<file path="src/rtl/mem_read_sched.sv">
// Read sequencer for one output-stationary tile pass: walks M/N row blocks x M columns,
// then waits out the bank skew chain and the array drain before pulsing done.
module mem_read_sched #(
  parameter int N         = 3,
  parameter int M         = 6,
  parameter int DRAIN_CYC = 8,
  parameter int ROW_W     = (M / N > 1) ? $clog2(M / N) : 1,
  parameter int COL_W     = (M > 1) ? $clog2(M) : 1
) (
  input  logic             clk,
  input  logic             rst_n,
  input  logic             start,
  input  logic             stall,
  input  logic             abort,
  output logic [ROW_W-1:0] row,
  output logic [COL_W-1:0] column,
  output logic             rd_en,
  output logic             last,
  output logic             busy,
  output logic             done,
  output logic [15:0]      stall_cnt
);

  localparam int CNT_MAX = (N > DRAIN_CYC) ? N : DRAIN_CYC;
  localparam int CNT_W   = $clog2(CNT_MAX + 1);
  localparam logic [ROW_W-1:0] ROW_LAST = ROW_W'(M / N - 1);
  localparam logic [COL_W-1:0] COL_LAST = COL_W'(M - 1);

  typedef enum logic [2:0] {
    IDLE  = 3'd0,
    READ  = 3'd1,
    SKEW  = 3'd2,
    DRAIN = 3'd3,
    DONE  = 3'd4
  } state_t;

  state_t           state, state_nxt;
  logic [ROW_W-1:0] row_nxt;
  logic [COL_W-1:0] col_nxt;
  logic             rd_en_nxt;
  logic             last_nxt;
  logic [15:0]      stall_cnt_nxt;
  logic [CNT_W-1:0] cnt, cnt_nxt;

  always_comb begin
    state_nxt     = state;
    row_nxt       = row;
    col_nxt       = column;
    rd_en_nxt     = 1'b0;
    cnt_nxt       = cnt;
    stall_cnt_nxt = stall_cnt;

    case (state)
      IDLE: begin
        if (start && !abort) begin
          state_nxt     = READ;
          row_nxt       = '0;
          col_nxt       = '0;
          rd_en_nxt     = 1'b1;
          stall_cnt_nxt = '0;
        end
      end

      READ: begin
        if (stall && (stall_cnt != 16'hFFFF))
          stall_cnt_nxt = stall_cnt + 16'd1;
        // The presented address counts as issued only when rd_en is high; after a
        // bubble the pending address is re-presented instead of advancing.
        if (rd_en && (row == ROW_LAST) && (column == COL_LAST)) begin
          row_nxt   = '0;
          col_nxt   = '0;
          cnt_nxt   = '0;
          state_nxt = (N > 1) ? SKEW : DRAIN;
        end else begin
          if (rd_en) begin
            if (column == COL_LAST) begin
              col_nxt = '0;
              row_nxt = row + 1'b1;
            end else begin
              col_nxt = column + 1'b1;
            end
          end
          rd_en_nxt = !stall;
        end
      end

      SKEW: begin
        if (int'(cnt) == N - 2) begin
          cnt_nxt   = '0;
          state_nxt = DRAIN;
        end else begin
          cnt_nxt = cnt + 1'b1;
        end
      end

      DRAIN: begin
        if (int'(cnt) == DRAIN_CYC - 1) begin
          cnt_nxt   = '0;
          state_nxt = DONE;
        end else begin
          cnt_nxt = cnt + 1'b1;
        end
      end

      DONE: state_nxt = IDLE;

      default: state_nxt = IDLE;
    endcase

    // Abort wins over stall/start; the stall count of the cancelled pass is kept.
    if (abort && (state != IDLE)) begin
      state_nxt     = IDLE;
      row_nxt       = '0;
      col_nxt       = '0;
      rd_en_nxt     = 1'b0;
      cnt_nxt       = '0;
      stall_cnt_nxt = stall_cnt;
    end

    last_nxt = rd_en_nxt && (row_nxt == ROW_LAST) && (col_nxt == COL_LAST);
  end

  always_ff @(posedge clk or negedge rst_n) begin
    if (!rst_n) begin
      state     <= IDLE;
      row       <= '0;
      column    <= '0;
      rd_en     <= 1'b0;
      last      <= 1'b0;
      busy      <= 1'b0;
      done      <= 1'b0;
      stall_cnt <= '0;
      cnt       <= '0;
    end else begin
      state     <= state_nxt;
      row       <= row_nxt;
      column    <= col_nxt;
      rd_en     <= rd_en_nxt;
      last      <= last_nxt;
      busy      <= (state_nxt != IDLE);
      done      <= (state_nxt == DONE);
      stall_cnt <= stall_cnt_nxt;
      cnt       <= cnt_nxt;
    end
  end

endmodule
</file>
<file path="config.mk">
export PLATFORM = sky130hd
export DESIGN_NAME = mem_read_sched
export DESIGN_NICKNAME = d
export VERILOG_FILES = /design/src/rtl/mem_read_sched.sv
export SDC_FILE = /design/constraint.sdc
export NUM_CORES = 1
export LEC_CHECK = 0
export CAP_MARGIN = 15
export CORE_MARGIN = 2
export CORE_UTILIZATION = 53
export DETAILED_ROUTE_END_ITERATION = 6
export PLACE_DENSITY = 0.88
export SETUP_SLACK_MARGIN = 0.1
export SYNTH_ARGS = -nofsm -noshare
export SYNTH_HDL_FRONTEND = slang
export SYNTH_SLANG_ARGS = --single-unit
</file>
<file path="constraint.sdc">
create_clock -name clk -period 2.5 [get_ports clk]
set_input_delay 0.5 -clock clk [delete_from_list [all_inputs] [get_ports clk]]
set_output_delay 0.5 -clock clk [all_outputs]
set_load 0.02 [all_outputs]
</file>
==> qor.yml, run 1 <==
tightest_slew_ns: 0.7293
num_rows: 21
ys_types: 47
relSlewSlack_pct: 50.93
grt_pass1_vias: 1370
synth_edf_count: 0
cts_tree: "yes"
synthCells: 199
peakVddDrop_v: 0.0002645
cts.sinks: 31
antenna_found_initial: 0
globalplace.congestion: 0.8426
grtUsageTotal_pct: 22.65
timing.fmax_ghz: 0.4411
grt_first_pass_wirelength_mm: 6.354
nFillCells: 254
start_kind: "register"
layout-drive-gt1-share_pct: 11.67
crit_type: "reg -> reg"
final_cell_mix: "31 x dfrtp_1, 28 x clkdlybuf4s50_1, 22 x o21ai_0"
htreeDepth: 2
seq_area_frac_synth_pct: 43.42
synth_warnings: 0
drv_cap: 0
fp.dieW_um: 62.06
drc: 0
crit_arrival_ns: 2.54
clk_latency_ns: 0.34
cts_root_buf: "clkbuf_4"
pin_count: 29
path_clk_slew_ns: 0.10
critPathSlowestCell: "or4b_1"
ys_async_sr_fraction_pct: 100.0
wl_per_cell_um: 14.14
hold_class: "in -> async"
ys_ff_latch: 31
status: "finished, final reports clean"
vias_per_cell: 5.696
initial_core_util_pct: 54.40
cellPowerDensity_nw_per_um2: 468.6
num_vias: 1629
hold_viol_final: 0
critPathMaxStageDelay_ns: 0.67
overflow: 0
area_growth_pct: 25.84
worstSetupEndpointType: "register"
rsz0062_at_grt: "false"
post_synth.cell_area_avg_sq_um: 8.978
leakagePower_nw: 0.9009
diodes: 0
drt-total-wl_mm: 4.043
finalPower_mw: 1.054
ctsHoldBuffers: 0
syn_area_sq_um: 1787
dp_hpwl_mm: 2.880
syn_nets: 207
min_period_ns: 2.267
synth_ff_type: "dfrtp_1"
design.core.area_sq_um: 3284
setup-tns-final_ns: 0
regArea_sq_um: 775.7
port_buffers: 28
cp_max_fo: 8
die_h_um: 62.06
nets: 247
die_area_sq_um: 3851
layout_commonest_cell: "dfrtp_1"
clockBufferDepth: 2
worstPathCellList: "ha_1, nand4_1, or4b_1, nand3b_4, or3_1, a21oi_1"
drtIter0Drc: 137
fin_skew_ns: 0.007770
period_share_pct: 90.69
multi_input_area_sq_um: 945.9
postRouteAntennaNets: 0
numCtsBuffers: 5
final_max_slew_viol_count: 0
grt_max_degree: 32
cts_setup_buffers: 0
post_cts_resized: 0
setup_viol: 0
first_pass_iters: 4
cp.required_ns: 2.77
## worst max-delay path: cells and delay by family, from the launching register on
| family | cells | cell delay, ns |
|---|---|---|
| flops | 1 | 0.42 |
| simple gates | 4 | 1.42 |
| compound gates | 1 | 0.14 |
| fa+ha+maj | 1 | 0.23 |
## flip-flops by register name (all words and copies together), names as in the netlist
| name | flops |
|---|---|
| busy | 1 |
| cnt | 4 |
| column | 3 |
| done | 1 |
| last | 1 |
| rd_en | 1 |
| row | 1 |
| stall_cnt | 16 |
| state | 3 |
## final timing paths
check / start / end / slack (ns) / cells past startpoint
max in group asynchronous: rst_n / stall_cnt[13] / 1.68 / 2
hold reg to reg: cnt[1] / cnt[1] / 0.55 / 2
min in group clk: cnt[1] / cnt[1] / 0.55 / 2
setup reg to reg: stall_cnt[0] / stall_cnt[14] / 0.23 / 6
hold / removal: rst_n / column[2] / 0.53 / 2
setup / recovery: stall_cnt[0] / stall_cnt[14] / 0.23 / 6
## power breakdown
part | total (mW) | switching (mW) | internal (mW)
Sequential | 0.543 | 0.0257 | 0.517
Combinational | 0.164 | 0.0915 | 0.0729
Clock | 0.346 | 0.181 | 0.165
## kinds of logic after synthesis
logic type	count (synthesis)	synth area share, %
AND/OR/NAND/NOR	93	29.97
AO/OA/AOI/OAI	44	14.29
flip-flops	31	43.42
buffers and inverters	15	3.641
XOR/XNOR	10	4.902
multiplexers	3	1.681
adder cells (fa/ha/maj)	3	2.101
## Yosys cell counts (3+ instances only)
cell type / instances / area share, %
a21oi_1: 8 / 2.2
and4_1: 3 / 1.5
clkbuf_1: 5 / 1.1
dfrtp_1: 31 / 43
ha_1: 3 / 2.1
inv_1: 8 / 1.7
mux2i_1: 3 / 1.7
nand2_1: 19 / 4.0
nand3_1: 8 / 2.2
nand4_1: 3 / 1.1
nor2_1: 21 / 4.4
nor2b_1: 3 / 1.1
nor3_1: 4 / 1.1
nor3b_1: 3 / 1.3
nor4_1: 5 / 1.8
nor4b_1: 3 / 1.5
o211ai_1: 3 / 1.3
o21ai_0: 22 / 6.2
or3_1: 3 / 1.1
xnor2_1: 4 / 2.0
xor2_1: 6 / 2.9
## per-stage QoR
stage               area [sq um]  std cells  utilization (%)  setup slack [ns]  hold slack [ns]
floorplan                   1787        199                -            0.3631           0.2044
global placement            2180        278            66.36           0.01087           0.5211
detailed placement          2180        278            66.36          0.002056           0.5289
CTS                         2248        286            68.46            0.2258           0.5500
global route                2248        286            68.46            0.1152           0.5760
finish                      2248        286            68.46            0.2327           0.5346
## metal layers
metal / share of wire (%) / routed length, um / vias up / global-route usage [%]
met5: 0 / 0 / - / 0
met3: 5.5 / 223 / 9 / 4.555
met4: 1.9 / 76 / 0 / 10.03
met1: 47 / 1900 / 774 / 32.07
li1: - / - / 797 / -
met2: 46 / 1842 / 49 / 33.48
## cell type report
class                      count  share of cell area [%]
multi-input combinational    153                   42.07
sequential                    31                   34.50
tap                           46                   2.560
timing repair buffer          40                   16.47
inverter                       8                   1.336
clock buffer                   8                   3.061
(Power assumes the default switching activity.)
==> run 2, diff against run 1 <==
--- a/config.mk
+++ b/config.mk
@@ -8,8 +8,9 @@
 export CAP_MARGIN = 15
 export CORE_MARGIN = 2
 export CORE_UTILIZATION = 53
+export CTS_BUF_LIST = sky130_fd_sc_hd__clkbuf_8 sky130_fd_sc_hd__clkbuf_16
 export DETAILED_ROUTE_END_ITERATION = 6
-export PLACE_DENSITY = 0.88
+export PLACE_DENSITY = 0.79
 export SETUP_SLACK_MARGIN = 0.1
 export SYNTH_ARGS = -nofsm -noshare
 export SYNTH_HDL_FRONTEND = slang
==> qor.yml, run 2 (synthesized netlist as in run 1, its figures left out) <==
design.core.area_sq_um: 3284  # unchanged
final_cell_mix: "31 x dfrtp_1, 28 x clkdlybuf4s50_1, 22 x o21ai_0"
area_growth_pct: 26.47
final_cells: 285  # -0.35%
first_pass_iters: 4  # unchanged
drc: 0  # unchanged
nets: 246  # -0.40%
drt-total-wl_mm: 4.207  # +4.1%
die_h_um: 62.06  # unchanged
leakagePower_nw: 0.9065  # +0.63%
min_period_ns: 2.267  # -0.0005120 ns
post_cts_resized: 0  # unchanged
timing.fmax_ghz: 0.4412  # about the same
num_rows: 21  # unchanged
antenna_found_initial: 0  # unchanged
pin_count: 29  # unchanged
crit_arrival_ns: 2.44  # -0.10 ns
r2r-start: "state[1]"
tightest_slew_ns: 0.6507  # -0.07866 ns
globalplace.congestion: 0.8743  # +3.8%
period_share_pct: 90.67  # about the same
setup_viol: 0  # unchanged
endpoint: "stall_cnt[15]"
peakVddDrop_v: 0.0003797  # +44%
p_int_uw: 778.2  # +3.0%
layout_commonest_cell: "dfrtp_1"
crit_type: "reg -> reg"
num_vias: 1653  # +1.5%
hold_class: "reg -> reg"
cts_setup_buffers: 0  # unchanged
cp_max_fo: 9  # +1
clockBufferDepth: 2  # unchanged
worstSetupEndpointType: "register"
rsz0062_at_grt: "false"
setup-tns-final_ns: 0  # unchanged
diodes: 0  # unchanged
grt_pass1_vias: 1528  # +12%
htreeDepth: 2  # unchanged
cp-startpoint: "state[1]"
ctsHoldBuffers: 0  # unchanged
power_frac_comb_pct: 14.3  # -1.3 points
fin_skew_ns: 0.007515  # -0.0002546 ns
fp.dieW_um: 62.06  # unchanged
grt_first_pass_wirelength_mm: 6.996  # +10%
dp.cells: 277  # -0.36%
port_buffers: 28  # unchanged
nFillCells: 291  # +15%
vias_per_cell: 5.800  # +1.8%
start_kind: "register"
reg2reg_to: "stall_cnt[15]"
netSwitchingFraction_pct: 28.51  # +0.22 points
overflow: 0  # unchanged
status: "finished, final reports clean"
wl_per_cell_um: 14.76  # +4.4%
cp.required_ns: 2.67  # -0.10 ns
layout-drive-gt1-share_pct: 12.13  # +0.47 points
top_regs: "stall_cnt x16, cnt x4"
hold_viol_final: 0  # unchanged
dp_hpwl_mm: 3.006  # +4.4%
largest_reg_flops: 16  # unchanged
cts.sinks: 31  # unchanged
postRouteAntennaNets: 0  # unchanged
cellPowerDensity_nw_per_um2: 481.8  # +2.8%
pwr-share-clk_pct: 35.4  # +2.5 points
p_seq_share_pct: 50.3  # -1.2 points
path_clk_slew_ns: 0.07  # -0.03 ns
final_max_slew_viol_count: 0  # unchanged
grtUsageTotal_pct: 24.95  # +2.3 points
initial_core_util_pct: 54.40  # unchanged
die_area_sq_um: 3851  # unchanged
r2r_slack_ns: 0.23  # about the same
numCtsBuffers: 5  # unchanged
clk_latency_ns: 0.29  # -0.05 ns
p_switching_uw: 310.4  # +4.1%
top_register: "stall_cnt"
reg2reg_depth: 6  # unchanged
cts_tree: "yes"
drtIter0Drc: 114  # -17%
relSlewSlack_pct: 56.22  # +5.3 points
cts_root_buf: "clkbuf_8"
grt_max_degree: 32  # unchanged
drv_cap: 0  # unchanged
[run 2: metrics by stage]
step | utilization [%] | hold slack, ns | power (mW) | cell area, sq um | setup slack [ns]
after floorplan | - | 0.2044 | 0.6315 | 1787 | 0.3631
after global placement | 66.13 | 0.5097 | 0.7074 | 2172 | 0.03159
after detailed placement | 66.13 | 0.5461 | 0.7126 | 2172 | -0.02386
after CTS | 68.69 | 0.5601 | 1.094 | 2256 | 0.1823
after global routing | 68.80 | 0.5686 | 1.148 | 2260 | 0.1260
final | 68.80 | 0.5527 | 1.089 | 2260 | 0.2332
[run 2: layout make-up]
type	count	area, sq um	share of cell area (%)
Multi-Input combinational cell	153	949.7	42.03
Sequential cell	31	775.7	34.33
Timing Repair Buffer	39	362.8	16.06
Clock buffer	5	68.82	3.045
Tap cell	46	57.56	2.547
Inverter	8	30.03	1.329
Clock inverter	3	15.01	0.6645
[run 2: how the worst min path moves through the flow]
stage / start / end / slack (ns) / cells past startpoint
after floorplan: rst_n / busy / 0.20 / 0
after global placement: cnt[1] / cnt[1] / 0.51 / 2
after detailed placement: cnt[3] / cnt[3] / 0.55 / 1
after CTS: cnt[3] / cnt[3] / 0.56 / 1
after global routing: cnt[3] / cnt[3] / 0.57 / 1
final: cnt[1] / cnt[1] / 0.55 / 2
[run 2: worst max-delay path: stages, from the launching register on]
cell and delay (ns):
dfrtp_1 0.46, buf_4 0.19, or3_4 0.36, or4_4 0.58, nor4_1 0.31, xnor2_1 0.20
nor2_2 0.05
[run 2: layer usage]
layer / share of wire, % / GRT usage, % / routed length, um / vias to the layer above
met4: 1.7 / 9.726 / 71 / 0
li1: - / - / - / 796
met5: 0 / 0 / 0 / -
met1: 46 / 32.77 / 1920 / 812
met3: 4.1 / 7.453 / 172 / 8
met2: 49 / 38.69 / 2043 / 37
[run 2: power groups by stage]
stage                     clock (mW)  sequential, mW  combinational [mW]
final                          0.385           0.547               0.156
after global routing           0.424           0.552               0.172
after CTS                      0.390           0.547               0.157
after detailed placement           0           0.557               0.156
after global placement             0           0.555               0.152
after floorplan                    0           0.563              0.0689
